<file path="src/rtl/fp_addsub_ctrl_pkg.sv">
// ---------------------------------------------------------------------------
// fp_addsub_ctrl_pkg
// Shared definitions for the floating-point add/sub control block:
//   - state_t : controller state encoding
//   - op_t    : operation codes presented on the op port
//   - SHIFT_MAX_DEF / NORM_MAX_DEF : default parameter values
// ---------------------------------------------------------------------------
package fp_addsub_ctrl_pkg;

    localparam int SHIFT_MAX_DEF = 26;
    localparam int NORM_MAX_DEF  = 24;

    typedef enum logic [2:0] {
        IDLE      = 3'd0,
        ALIGN     = 3'd1,
        COMPUTE   = 3'd2,
        NORMALIZE = 3'd3,
        ROUND     = 3'd4,
        DONE      = 3'd5
    } state_t;

    typedef enum logic [1:0] {
        ADD = 2'b00,
        SUB = 2'b01,
        MUL = 2'b10,
        ILL = 2'b11
    } op_t;

endpackage

</file>
<file path="src/rtl/fp_align_calc.sv">
// ---------------------------------------------------------------------------
// fp_align_calc
// Combinational exponent compare and alignment-shift saturation.
// Ports:
//   exp_a, exp_b  : biased operand exponents
//   bypass        : force a zero shift (multiply needs no alignment)
//   smaller_src   : 1 when exp_a >= exp_b (B is the smaller operand), else 0
//   shift_qtt     : min(|exp_a - exp_b|, SHIFT_MAX), or 0 when bypassed
// ---------------------------------------------------------------------------
module fp_align_calc
    import fp_addsub_ctrl_pkg::*;
#(
    parameter int SHIFT_MAX = SHIFT_MAX_DEF
) (
    input  logic [7:0] exp_a,
    input  logic [7:0] exp_b,
    input  logic       bypass,
    output logic       smaller_src,
    output logic [7:0] shift_qtt
);

    logic [8:0] diff_ab;
    logic [8:0] diff_ba;
    logic [8:0] mag;

    // Both 9-bit differences are formed; the borrow bit of a-b tells which
    // operand is smaller and selects the non-negative one as the magnitude.
    always_comb begin
        diff_ab     = {1'b0, exp_a} - {1'b0, exp_b};
        diff_ba     = {1'b0, exp_b} - {1'b0, exp_a};
        smaller_src = ~diff_ab[8];
        mag         = diff_ab[8] ? diff_ba : diff_ab;
        if (bypass) begin
            shift_qtt = '0;
        end else if (mag > 9'(SHIFT_MAX)) begin
            shift_qtt = 8'(SHIFT_MAX);
        end else begin
            shift_qtt = mag[7:0];
        end
    end

endmodule

</file>
<file path="src/rtl/fp_addsub_ctrl.sv">
// ---------------------------------------------------------------------------
// fp_addsub_ctrl
// Sequencing controller for a floating-point add/sub datapath:
// IDLE -> ALIGN -> COMPUTE -> NORMALIZE (steps) -> ROUND -> DONE.
// Optional feature macro: FP_CTRL_MUL_EN -- when defined, op=10 (multiply)
// runs the add/sub flow with a zero alignment shift; otherwise op=10 is
// rejected exactly like op=11.
// Ports:
//   clk, rst            : clock, synchronous active-high reset
//   start, op           : request and operation code (sampled in IDLE only)
//   exp_a, exp_b        : operand exponents
//   alu_carry, frac_msb, frac_zero, round_ovf : datapath status inputs
//   smaller_exp_src, shift_right_qtt          : alignment controls
//   operation           : latched op for the big ALU
//   normalization_src   : 0 ALU result, 1 rounded result
//   shift_src, norm_step: normalization shift direction / enable
//   busy, done, zero, err : status
// ---------------------------------------------------------------------------
module fp_addsub_ctrl
    import fp_addsub_ctrl_pkg::*;
#(
    parameter int SHIFT_MAX = SHIFT_MAX_DEF,
    parameter int NORM_MAX  = NORM_MAX_DEF
) (
    input  logic       clk,
    input  logic       rst,
    input  logic       start,
    input  logic [1:0] op,
    input  logic [7:0] exp_a,
    input  logic [7:0] exp_b,
    input  logic       alu_carry,
    input  logic       frac_msb,
    input  logic       frac_zero,
    input  logic       round_ovf,
    output logic       smaller_exp_src,
    output logic [7:0] shift_right_qtt,
    output logic [1:0] operation,
    output logic       normalization_src,
    output logic       shift_src,
    output logic       norm_step,
    output logic       busy,
    output logic       done,
    output logic       zero,
    output logic       err
);

`ifdef FP_CTRL_MUL_EN
    localparam logic MUL_EN = 1'b1;
`else
    localparam logic MUL_EN = 1'b0;
`endif

    localparam int              CNT_W    = $clog2(NORM_MAX + 1);
    localparam logic [CNT_W-1:0] NORM_LIM = CNT_W'(NORM_MAX);

    state_t           state;
    logic [CNT_W-1:0] step_cnt;
    logic             first_norm;
    logic             round_used;

    logic             req_illegal;
    logic             req_mul;
    logic             calc_smaller;
    logic [7:0]       calc_qtt;

    logic             right_step;
    logic             left_step;

    // Decode the incoming request; multiply is only legal when the feature
    // is built in, and a legal multiply skips alignment.
    always_comb begin
        req_mul     = (op == MUL);
        req_illegal = (op == ILL) || (req_mul && !MUL_EN);
    end

    fp_align_calc #(
        .SHIFT_MAX (SHIFT_MAX)
    ) u_align (
        .exp_a       (exp_a),
        .exp_b       (exp_b),
        .bypass      (req_mul && MUL_EN),
        .smaller_src (calc_smaller),
        .shift_qtt   (calc_qtt)
    );

    // Normalization decisions follow the datapath status in the same cycle,
    // so the shift enable and direction are decoded from state + inputs.
    // frac_zero has top priority; the right shift for an ALU carry is only
    // honoured in the first NORMALIZE cycle after COMPUTE.
    always_comb begin
        right_step = 1'b0;
        left_step  = 1'b0;
        if (state == NORMALIZE && !frac_zero) begin
            if (alu_carry && first_norm) begin
                right_step = 1'b1;
            end else if (!frac_msb && (step_cnt < NORM_LIM)) begin
                left_step = 1'b1;
            end
        end
        norm_step = right_step | left_step;
        shift_src = right_step;
    end

    // Main controller. Alignment results are captured at the accepting edge
    // so they are stable throughout ALIGN. DONE emits its one-cycle pulse:
    // paths arriving from ROUND/NORMALIZE raise done on entry, while a
    // rejected op enters DONE with done low and raises it one cycle later.
    always_ff @(posedge clk) begin
        if (rst) begin
            state             <= IDLE;
            step_cnt          <= '0;
            first_norm        <= 1'b0;
            round_used        <= 1'b0;
            smaller_exp_src   <= 1'b0;
            shift_right_qtt   <= '0;
            operation         <= 2'b00;
            normalization_src <= 1'b0;
            busy              <= 1'b0;
            done              <= 1'b0;
            zero              <= 1'b0;
            err               <= 1'b0;
        end else begin
            case (state)
                IDLE: begin
                    if (start) begin
                        operation         <= op;
                        zero              <= 1'b0;
                        normalization_src <= 1'b0;
                        round_used        <= 1'b0;
                        busy              <= 1'b1;
                        if (req_illegal) begin
                            err             <= 1'b1;
                            smaller_exp_src <= 1'b0;
                            shift_right_qtt <= '0;
                            state           <= DONE;
                        end else begin
                            err             <= 1'b0;
                            smaller_exp_src <= calc_smaller;
                            shift_right_qtt <= calc_qtt;
                            state           <= ALIGN;
                        end
                    end
                end
                ALIGN: begin
                    state <= COMPUTE;
                end
                COMPUTE: begin
                    step_cnt   <= '0;
                    first_norm <= 1'b1;
                    state      <= NORMALIZE;
                end
                NORMALIZE: begin
                    first_norm <= 1'b0;
                    if (frac_zero) begin
                        zero  <= 1'b1;
                        done  <= 1'b1;
                        state <= DONE;
                    end else if (left_step) begin
                        step_cnt <= step_cnt + 1'b1;
                    end else if (!right_step) begin
                        state <= ROUND;
                    end
                end
                ROUND: begin
                    if (round_ovf && !round_used) begin
                        round_used        <= 1'b1;
                        normalization_src <= 1'b1;
                        step_cnt          <= '0;
                        state             <= NORMALIZE;
                    end else begin
                        done  <= 1'b1;
                        state <= DONE;
                    end
                end
                DONE: begin
                    if (done) begin
                        done  <= 1'b0;
                        busy  <= 1'b0;
                        state <= IDLE;
                    end else begin
                        done <= 1'b1;
                    end
                end
                default: begin
                    state <= IDLE;
                end
            endcase
        end
    end

endmodule

</file>
<file path="config.mk">
export PLATFORM = sky130hd
export DESIGN_NAME = fp_addsub_ctrl
export DESIGN_NICKNAME = d
export VERILOG_FILES = /design/src/rtl/fp_addsub_ctrl_pkg.sv /design/src/rtl/fp_align_calc.sv /design/src/rtl/fp_addsub_ctrl.sv
export SDC_FILE = /design/constraint.sdc
export NUM_CORES = 1
export LEC_CHECK = 0
export CAP_MARGIN = 20
export CORE_MARGIN = 3
export CORE_UTILIZATION = 55
export DETAILED_ROUTE_END_ITERATION = 10
export HOLD_SLACK_MARGIN = 0.1
export PLACE_DENSITY = 0.9
export SLEW_MARGIN = 20
export SYNTH_ARGS = -nofsm -noshare
export SYNTH_HDL_FRONTEND = slang
export SYNTH_SLANG_ARGS = --single-unit
</file>
<file path="constraint.sdc">
create_clock -name clk -period 5.25 [get_ports clk]
set_clock_uncertainty 0.2 [all_clocks]
set_input_delay 1.05 -clock clk [delete_from_list [all_inputs] [get_ports clk]]
set_output_delay 1.05 -clock clk [all_outputs]
set_load 0.005 [all_outputs]
</file>
# Word-level counts from Yosys, hierarchy flattened

Cells that the tools add are included.
W data, S select, Z words.

Memory bits (writable): 0
Latch bits: 0
Memories: 0
ROM bits: 0
Output and inout port bits: 18
Register bits: 25
Word-level logic and storage cells: 90
Input bits: 25

$mul: 0
Order comparisons: 2
Shift-type cells: 0
Mux-type cells: 34
$add $sub $neg: 3
Bitwise gates (word level): 2
Divide/modulo/power cells: 0
Reduce and logical (&&, ||, !) cells: 22
Equality and inequality tests: 16

Operator list:

| kind                  | count |
|---|---|
| $mux W3               | 7 |
| $pmux W3 S6           | 1 |
| $sub A8 B8 Y9         | 2 |
| $mux W8               | 2 |
| $mux W5               | 3 |
| $pmux W5 S3           | 1 |
| $mux W1               | 14 |
| $ne A2 B2 Y1 const B  | 7 |
| $reduce_and A3 Y1     | 4 |
| $gt A9 B5 Y1 const B  | 1 |
| $mux W9               | 1 |
| $pmux W1 S2           | 4 |
| $reduce_and A4 Y1     | 2 |
| $reduce_bool A2 Y1    | 4 |
| $eq A3 B2 Y1 const B  | 2 |
| $eq A3 B3 Y1 const B  | 2 |
| $ne A3 B3 Y1 const B  | 2 |
| $reduce_bool A3 Y1    | 2 |
| $add A5 B1 Y5 const B | 1 |
| $lt A5 B5 Y1 const B  | 1 |
| $eq A2 B2 Y1 const B  | 2 |
| $logic_and A1 B1 Y1   | 4 |
| $eq A3 B1 Y1 const B  | 1 |
| $logic_not A1 Y1      | 3 |
| other kinds (6)       | 6 |

# Longest topological paths before layout

Gate-level depths: netlist (run 1).

Word-level depth: 8
Depth in mapped cells: 11
Gate-level depth less buffers: 11

# Modules after synthesis

From an unflattened synthesis (run 1), not the netlist that was laid out.

Cell total of the unflattened synthesis: 232
Area, all modules: 2,038.2 µm²

Modules (own cells, without submodules):

| module         | instances | cells an instance | seq. area each (µm²) | area each (µm²) |
|---|---|---|---|---|
| fp_addsub_ctrl | 1         | 120               | 500.5                | 1,193.6 |
| fp_align_calc  | 1         | 112               | 0.0                  | 844.6 |

# Worst setup path before layout (run 1)

Ideal clock, no wire load.

Path type: input -> register
Start point: in exp_a[3]
End point: reg shift_right_qtt[1]
Library setup time: 0.122 ns
Data required time: 4.928 ns
Path buffers: 1
Data arrival time: 2.879 ns
Slack: 2.049 ns
Stages on the path: 10
Path through: inv_1 -> ha_1 -> buf_6 -> a21o_1 -> a31oi_4 -> o21a_4 -> nand3b_1 -> o2bb2ai_1 -> a211o_1 -> a221o_1

Cells in the longest elaborated chain, start to end: 5
Elaborated cells on any way between the ends: 6
Classes of those cells: add/sub (2); order compare (1); mux (3)

Ends and longest elaborated chain:

| what                                    | RTL line                                 | text |
|---|---|---|
| start, declared                         | fp_addsub_ctrl.sv:29                     | `input logic [7:0] exp_a,` |
| $sub A8 B8 Y9, on equally long branches | fp_align_calc.sv:29, fp_align_calc.sv:30 |  |
| $mux W9 (*)                             | fp_align_calc.sv:32                      | `mag = diff_ab[8] ? diff_ba : diff_ab;` |
| $gt A9 B5 Y1                            | fp_align_calc.sv:35                      | `end else if (mag > 9'(SHIFT_MAX)) begin` |
| $mux W8 (*)                             | fp_align_calc.sv:35                      |  |
| $mux W8 (*)                             | fp_addsub_ctrl.sv:131                    | `if (req_illegal) begin` |
| end signal, assigned                    | fp_addsub_ctrl.sv:139                    | `shift_right_qtt <= calc_qtt;` |
| end, declared                           | fp_addsub_ctrl.sv:36                     | `output logic [7:0] shift_right_qtt,` |

Mark *: on every way between the ends. The rest lies on a longest branch, timed or not.
A chain may end at the register's enable or synchronous reset.

# Worst setup path after layout (run 1)

Start point: in frac_msb
End point: out norm_step

Cells in the longest elaborated chain, start to end: 6

Ends and longest elaborated chain:

| what                | RTL line              | text |
|---|---|---|
| start, declared     | fp_addsub_ctrl.sv:32  | `input logic frac_msb,` |
| $logic_not A1 Y1    | fp_addsub_ctrl.sv:96  | `end else if (!frac_msb && (step_cnt < NORM_LIM)) begin` |
| $logic_and A1 B1 Y1 | fp_addsub_ctrl.sv:96  |  |
| $mux W1             | fp_addsub_ctrl.sv:96  |  |
| $mux W1             | fp_addsub_ctrl.sv:94  | `if (alu_carry && first_norm) begin` |
| $mux W1             | fp_addsub_ctrl.sv:93  | `if (state == NORMALIZE && !frac_zero) begin` |
| $or A1 B1 Y1        | fp_addsub_ctrl.sv:100 | `norm_step = right_step \| left_step;` |
| end, declared       | fp_addsub_ctrl.sv:40  | `output logic norm_step,` |

Every way passes these cells.

==> flow_summary.json, run 1 <==
{
  "grt_usage_pct": 20.7,
  "dp_hpwl_um": 3450,
  "dieHeight_um": 65.5,
  "worstReg2RegEnd": "state[2]",
  "wl_per_cell_um": 13.1,
  "ios": 43,
  "cts_root_buffer": "clkbuf_4",
  "clk-insertion-delay-late_ns": 0.31,
  "rows": 20,
  "ys.warnings.count": 0,
  "worstMarginPinSlew_ns": 0.532,
  "synth_cells": 248,
  "top_usage_layer": "met2",
  "setup_viol": 0,
  "multi_input_area_um2": 1300,
  "cts_tree": "done",
  "synth_edf_count": 0,
  "ys_ff_latch": 25,
  "grt_start_max_net_pins": 16,
  "rsz0062_at_grt": "no",
  "slew_viol_final": 0,
  "antenna_found_initial": 0,
  "min_to": "shift_right_qtt[3]",
  "final_cell_mix": "clkdlybuf4s50_1 (42), a21oi_1 (27), dfxtp_1 (25), inv_1 (24), nand2_1 (24)",
  "ff2ff_path_depth": 7,
  "cts_sinks": 25,
  "ant_nets": 0,
  "grtUsageMet3_pct": 4.10,
  "fillers": 268,
  "detail_route.vias_per_cell": 5.63,
  "dpl_worst_slack_ns": 1.29,
  "dr.pass1.iters": 4,
  "antenna_cells": 0,
  "worst_slack_ns": 1.51,
  "status": "complete, no violations",
  "drc": 0,
  "worstSetupPathType": "in -> out",
  "reg2reg_slack_ns": 3.03,
  "drtIter0Drc": 134,
  "setup_tns_ns": 0,
  "wl_um": 4300,
  "async_flop_share_pct": 0,
  "arrival_ns": 2.49,
  "critPathMaxFanout": 3,
  "syn_avg_cell_area_um2": 7.86,
  "hold_depth": 2,
  "final_hold_viol_count": 0,
  "ys_types": 55,
  "ys.flop_type": "dfxtp_1",
  "required_ns": 4.00,
  "synth-seq-area-share_pct": 25.7,
  "gp_congestion": 0.883,
  "hold_path_class": "reg -> reg",
  "fmax_ghz": 0.267,
  "vdd_drop_max_mv": 0.153,
  "die_w_um": 65.5,
  "grt_pass1_wl_um": 7220,
  "netlist_area_um2": 1950,
  "worstSetupStartpointType": "input port",
  "reg2reg_from": "state[1]",
  "port_buffers": 42,
  "globalRouteMet1Util_pct": 25.6,
  "dieArea_um2": 4290,
  "syn2layout_area_growth_pct": 22.8,
  "pwr_density_cell_nw_per_um2": 269,
  "min_period_over_period_pct": 71.3,
  "fin_cells": 328,
  "htree_num_levels": 1,
  "synth_fp_nets": 294,
  "hold_buffers": 0,
  "endpoint_kind": "output pin",
  "cts.clk_slew.worst_paths_ns": 0.12,
  "drive_above_1_share_pct": 4.23,
  "cts-resized-gates": 0,
  "maxCapViolations": 0,
  "cts_made_buffers": 3,
  "nets": 331,
  "slew_headroom_pct": 64.4,
  "min_period_ns": 3.74,
  "vias": 1848,
  "hp-start": "shift_right_qtt[3]",
  "final_common_cell": "clkdlybuf4s50_1",
  "place_inst": 324,
  "grt_overflow": 0,
  "p_leak_nw": 1.01,
  "cp-startpoint": "frac_msb",
  "grt_pass1_vias": 1747,
  "power.total_mw": 0.644,
  "core_um2": 3200,
  "clockBufferDepth": 2,
  "grt_use_met2_pct": 37.0,
  "cts_setup_buffers": 0,
  "regArea_um2": 500,
  "initial_core_util_pct": 60.9
}
==> sequential cells by signal, indices dropped and copies added (netlist names) <==
register and flops:
first_norm 1, state 3, done 1, shift_right_qtt 8, step_cnt 5, zero 1, smaller_exp_src 1, round_used 1
busy 1, operation 2, err 1
==> through the flow <==
step	util, %	cell area, um2	hold slack, ns
global placement	73.9	2370	0.239
detailed placement	73.9	2370	0.241
global route	74.7	2390	0.279
CTS	74.7	2390	0.258
finish	74.7	2390	0.254
floorplan	-	1950	0.241
==> routing by layer <==
layer / wire (um) / part of all wire (%)
met5: 0 / 0
met4: 17 / 0.40
met3: 206 / 4.8
met2: 2150 / 50
met1: 1930 / 45
==> Yosys cell counts (2+ instances only) <==
cell,n,area (um2)
a21oi_1,27,135
dfxtp_1,25,500
inv_1,24,90.1
nand2_1,24,90.1
nor2_1,21,78.8
ha_1,19,238
nor3_1,9,45.0
o21ai_0,8,40.0
o21a_1,6,45.0
a21o_1,5,37.5
mux2i_1,5,50.1
xnor2_1,5,43.8
a31oi_1,4,25.0
nand3_1,4,20.0
a211o_1,3,26.3
a21oi_2,3,26.3
and2_1,3,18.8
buf_2,3,15.0
clkbuf_1,3,11.3
nand4_1,3,18.8
nor2b_1,3,18.8
o21ai_1,3,15.0
a2111oi_0,2,17.5
a211oi_1,2,15.0
buf_4,2,15.0
fa_1,2,40.0
xor2_1,2,17.5
==> cells by family after synthesis <==
family          after synthesis  synth area share, %
xor+xnor                      7                 3.15
buf+inv                      34                 7.57
simple gates                 75                 17.9
compound gates               81                 28.9
mux                           5                 2.57
fa+ha+maj                    21                 14.2
flops                        25                 25.7
==> power by group <==
group	switching (mW)	total, mW	internal (mW)
Clock	0.0536	0.0833	0.0297
Combinational	0.164	0.307	0.143
Sequential	0.0346	0.254	0.220
==> critical path, stage by stage <==
cell	delay (ns)
clkdlybuf4s50_1	0.40
a21oi_1	0.17
a21oi_1	0.06
nor3_1	0.25
clkdlybuf4s50_1	0.56
==> worst max path at each step <==
stage	endpoint	slack, ns	depth (start not counted)
floorplan	shift_right_qtt[1]	2.05	10
global placement	shift_right_qtt[1]	1.35	10
detailed placement	shift_right_qtt[1]	1.29	10
CTS	norm_step	1.51	5
global route	norm_step	1.43	5
finish	norm_step	1.51	5
==> final cells by class <==
| cell class | count | area share [%] |
|---|---|---|
| clock buffers | 4 | 1.10 |
| inverters | 24 | 3.76 |
| multi-input cells | 189 | 54.4 |
| flip-flops and latches | 25 | 20.9 |
| well taps | 44 | 2.30 |
| repair buffers | 42 | 17.6 |
Note: power is estimated with default switching activity, not from simulation.
==> run 2, diff against run 1 <==
CORE_UTILIZATION = 51   (was 55)
PLACE_DENSITY = 0.85   (was 0.9)
clock period = 3.9 ns   (was 5.25 ns; I/O delays follow)
==> run 2 against run 1 <==
Global-route usage decreased by 0.85 points. Combinational power increased by 35%. Setup slack got worse by 0.98 ns. Wire length decreased by 0.28%. Sequential share of layout area decreased by 0.25 points. First-iteration DRC count decreased by 12%. Largest power group unchanged. Via count decreased by 0.65%. Flip-flop and latch count unchanged. Die area increased by 7.1%. Critical path type is now in -> reg. Highest routed layer unchanged. Non-clock buffer count increased by 1.
==> flow_summary.json, run 2 (synthesis results as in run 1) <==
{
  "cts_root_buffer": "clkbuf_8",
  "grt_pass1_wl_um": 7180,
  "rsz0062_at_grt": "no",
  "dieHeight_um": 67.8,
  "cts_setup_buffers": 0,
  "clockBufferDepth": 2,
  "gp_congestion": 0.878,
  "worstSetupPathType": "in -> reg",
  "dr.pass1.iters": 4,
  "cts-resized-gates": 0,
  "layout_top_registers": "shift_right_qtt (8), step_cnt (5), state (3)",
  "drc": 0,
  "worst_slack_ns": 0.530,
  "worstMarginPinSlew_ns": 0.514,
  "grt_overflow": 0,
  "p_leak_nw": 1.02,
  "utilization_pct": 69.3,
  "setup_viol": 0,
  "dp_hpwl_um": 3450,
  "reg2reg_from": "state[1]",
  "regMostFlops": "shift_right_qtt",
  "grt_usage_pct": 19.8,
  "ant_nets": 0,
  "cts_made_buffers": 3,
  "hold_buffers": 0,
  "endpoint_kind": "flip-flop",
  "drtIter0Drc": 118,
  "dpl_worst_slack_ns": 0.269,
  "maxCapViolations": 0,
  "fmax_ghz": 0.297,
  "core_um2": 3490,
  "fin_cells": 331,
  "worstSetupStartpointType": "input port",
  "setup_tns_ns": 0,
  "min_period_over_period_pct": 86.4,
  "min_period_ns": 3.37,
  "required_ns": 3.86,
  "place_inst": 327,
  "die_w_um": 67.8,
  "final_hold_viol_count": 0,
  "ios": 43,
  "rows": 21,
  "vias": 1836,
  "antenna_found_initial": 0,
  "slew_viol_final": 0,
  "final_cell_mix": "clkdlybuf4s50_1 (42), a21oi_1 (27), dfxtp_1 (25), inv_1 (24), nand2_1 (24)",
  "arrival_ns": 3.33,
  "pwr_density_cell_nw_per_um2": 374,
  "htree_num_levels": 1,
  "cts_tree": "done",
  "nets": 332,
  "initial_core_util_pct": 55.8,
  "antenna_cells": 0,
  "hp-start": "err",
  "clk-insertion-delay-late_ns": 0.26,
  "port_buffers": 42,
  "cts.clk_slew.worst_paths_ns": 0.08,
  "stdcell_area_um2": 2420,
  "hold_path_class": "reg -> reg",
  "place_area_um2": 2380,
  "detail_route.vias_per_cell": 5.55,
  "status": "complete, no violations",
  "cts_sinks": 25,
  "vdd_drop_max_mv": 0.238,
  "wl_um": 4290,
  "power.total_mw": 0.906,
  "grt_pass1_vias": 1642,
  "dieArea_um2": 4600,
  "grt_start_max_net_pins": 15,
  "hold_slack_ns": 0.258,
  "drive_above_1_share_pct": 4.56,
  "slew_headroom_pct": 65.6,
  "final_common_cell": "clkdlybuf4s50_1",
  "critPathMaxFanout": 10,
  "syn2layout_area_growth_pct": 24.3,
  "wl_per_cell_um": 12.9,
  "cp-startpoint": "exp_a[3]",
  "largest_reg_flops": 8
}
-- run 2: changes by cell type in the layout (fill, tap and decap cells not counted) --
cell      previous run  this run
clkbuf_4             3         0
clkbuf_8             0         3
buf_4                0         1
-- run 2: where the power goes --
part           switching (mW)  internal [mW]
clock network          0.0788         0.0729
logic                   0.220          0.193
registers              0.0459          0.296
total                   0.345          0.562
-- run 2: worst max-delay path, stage by stage --
cell             delay [ns]
clkdlybuf4s50_1        0.48
inv_1                  0.05
ha_1                   0.47
a21o_1                 0.25
a31oi_4                0.07
o21ai_2                0.32
a21oi_1                0.11
o2bb2ai_1              0.19
a211o_1                0.29
a221o_1                0.32
-- run 2: cell type report --
| type | instances | area [um2] |
|---|---|---|
| Clock buffer | 4 | 45.0 |
| Fill cell | 306 | 1070 |
| Inverter | 24 | 90.1 |
| Multi-Input combinational cell | 189 | 1300 |
| Sequential cell | 25 | 500 |
| Tap cell | 46 | 57.6 |
| Timing Repair Buffer | 43 | 428 |
-- run 2: routing by layer --
metal	vias up	track usage [%]	wire length [um]
met4	0	2.23	25
met2	35	36.0	2120
met5	-	0	0
met1	846	24.9	1990
met3	2	3.94	149
li1	953	-	-
-- run 2: path summary, 6_finish.rpt --
path                             end  depth (start not counted)  slack [ns]
setup / recovery  shift_right_qtt[1]                         10        0.53
hold / removal                   err                          2        0.26
hold reg to reg                  err                          2        0.26
setup reg to reg            state[2]                          7        1.65
==> run 3, diff against run 2 <==
ABC_AREA = 1   (was default)
CORE_UTILIZATION = 53   (was 51)
==> run 3 against run 2 <==
Worst hold slack worse by 0.021 ns. Global-route usage is 1.2 points lower. Cell area is 12% higher. Area after synthesis grew 14%. Sequential share of layout area decreased by 2.2 points. Sequential power hardly changed. Non-clock buffer count fell by 1. Critical endpoint is now norm_step. Largest cell class unchanged.
==> flow_summary.json, run 3 <==
{
  "dieArea_um2": 4990,
  "setup_tns_ns": 0,
  "crit_slowest_cell": "clkdlybuf4s50_1",
  "wl_um": 4580,
  "gp_congestion": 0.858,
  "grt_usage_pct": 18.6,
  "cts_setup_buffers": 0,
  "slew_viol_final": 0,
  "grt_overflow": 0,
  "ys.flop_type": "dfxtp_1",
  "regMostFlops": "shift_right_qtt",
  "syn2layout_area_growth_pct": 22.2,
  "pwr_density_cell_nw_per_um2": 382,
  "port_buffers": 42,
  "status": "complete, no violations",
  "path_cells": "clkdlybuf4s50_1 -> inv_1 -> nand2_1 -> nor2_1 -> nor2_1 -> inv_1 -> clkdlybuf4s50_1",
  "grt_pass1_wl_um": 7880,
  "final_cell_mix": "nand2_1 (115), inv_1 (70), clkdlybuf4s50_1 (42), dfxtp_1 (25), nand3_1 (21)",
  "reg2reg_slack_ns": 2.05,
  "async_flop_share_pct": 0,
  "core_um2": 3850,
  "clockBufferDepth": 2,
  "yosysMostFrequentCell": "nand2_1",
  "fmax_ghz": 0.319,
  "fillers": 334,
  "largest_reg_flops": 8,
  "critPathMaxFanout": 3,
  "dieHeight_um": 70.6,
  "arrival_ns": 2.16,
  "vias": 2168,
  "die_w_um": 70.6,
  "p_leak_nw": 1.40,
  "htree_num_levels": 1,
  "cts_sinks": 25,
  "ys_ff_latch": 25,
  "grt_pass1_vias": 1876,
  "synth_edf_count": 0,
  "nets": 443,
  "worst_slack_ns": 0.765,
  "cts_made_buffers": 3,
  "dpl_worst_slack_ns": 0.633,
  "synth-seq-area-share_pct": 22.6,
  "layout_top_registers": "shift_right_qtt (8), step_cnt (5), state (3)",
  "wl_per_cell_um": 10.3,
  "antenna_found_initial": 0,
  "cts.clk_slew.worst_paths_ns": 0.09,
  "rsz0062_at_grt": "no",
  "hold_buffers": 0,
  "maxCapViolations": 0,
  "worstMarginPinSlew_ns": 0.438,
  "grt_start_max_net_pins": 16,
  "netlist_area_um2": 2210,
  "drtIter0Drc": 93,
  "drive_above_1_share_pct": 9.85,
  "final_hold_viol_count": 0,
  "synth_fp_nets": 400,
  "ant_nets": 0,
  "slew_headroom_pct": 70.6,
  "setup_viol": 0,
  "ys_top_cells_by_area": "dfxtp_1 (23%), nand2_1 (20%), inv_1 (12%)",
  "clk-insertion-delay-late_ns": 0.27,
  "syn_avg_cell_area_um2": 6.25,
  "initial_core_util_pct": 57.4,
  "min_period_over_period_pct": 80.4,
  "synthTopCellsByCount": "nand2_1 (115), inv_1 (70), dfxtp_1 (25)",
  "min_period_ns": 3.14,
  "required_ns": 2.92,
  "ys.warnings.count": 0,
  "ys_types": 32,
  "worstSetupPathType": "in -> out",
  "final_common_cell": "nand2_1",
  "endpoint_kind": "output pin",
  "max_stage_delay_ns": 0.45,
  "dp_hpwl_um": 3940,
  "cts_root_buffer": "clkbuf_8",
  "ios": 43,
  "detail_route.vias_per_cell": 4.88,
  "synth_top_area_share_pct": 22.6,
  "synth_cells": 354,
  "synth_top_area_cell": "dfxtp_1",
  "cts_tree": "done",
  "antenna_cells": 0,
  "drc": 0,
  "worstSetupStartpointType": "input port",
  "hold_path_class": "reg -> reg",
  "rows": 22,
  "vdd_drop_max_mv": 0.212,
  "cts-resized-gates": 0,
  "dr.pass1.iters": 4
}
run 3: cell types whose count changed in the layout (fill, tap and decap cells not counted), moves of 7 or more:
| cell | delta |
|---|---|
| nand2_1 | +91 |
| inv_1 | +46 |
| nand3_1 | +17 |
| a21oi_1 | -9 |
| nand2_2 | +7 |
| nor2_2 | +7 |
run 3: path summary, 6_finish.rpt:
kind / endpoint / from / cells past startpoint
setup / recovery: norm_step / frac_zero / 7
hold / removal: shift_right_qtt[6] / shift_right_qtt[6] / 2
setup reg to reg: step_cnt[2] / state[2] / 8
hold reg to reg: shift_right_qtt[6] / shift_right_qtt[6] / 2
run 3: power by group:
group / leakage, nW / switching (mW) / internal, mW
registers: 0.204 / 0.0396 / 0.304
clock network: 0.0217 / 0.0832 / 0.0724
logic: 1.18 / 0.320 / 0.215
run 3: area by class of cell:
type,count,area (um2),area share [%]
Clock buffer,3,41.3,1.53
Clock inverter,1,7.51,0.278
Inverter,78,294,10.9
Multi-Input combinational cell,247,1380,51.1
Sequential cell,25,500,18.5
Tap cell,48,60.1,2.22
Timing Repair Buffer,42,420,15.5
run 3: layer usage:
layer  track usage, %  vias to the layer above  part of all wire (%)
li1                 -                     1163                     -
met1             25.7                      942                    48
met2             30.9                       61                    46
met3             3.13                        2                   5.3
met4             3.55                        0                  0.61
met5                0                        -                     0
run 3: logic make-up after synthesis:
family / synth area share [%]
and+or+nand+nor: 39.9
buffers and inverters: 15.0
AOI/OAI and AO/OA: 9.16
DFF: 22.6
adders and majority gates: 12.5
xor gates and xnor gates: 0.792
run 3: per-stage QoR:
step / power (mW) / instances / hold WS, ns / utilization [%] / cell area, um2
2_1_floorplan: 0.731 / 354 / 0.225 / - / 2210
3_3_place_gp: 0.868 / 440 / 0.219 / 68.9 / 2660
3_5_place_dp: 0.879 / 440 / 0.228 / 68.9 / 2660
4_1_cts: 1.03 / 444 / 0.242 / 70.2 / 2710
5_1_grt: 1.12 / 444 / 0.260 / 70.2 / 2710
6_report: 1.03 / 444 / 0.237 / 70.2 / 2710
run 3: critical path, delay by kind of cell:
kind | cells | cell delay (ns)
buffers and inverters | 4 | 1.00
and+or+nand+nor | 3 | 0.37
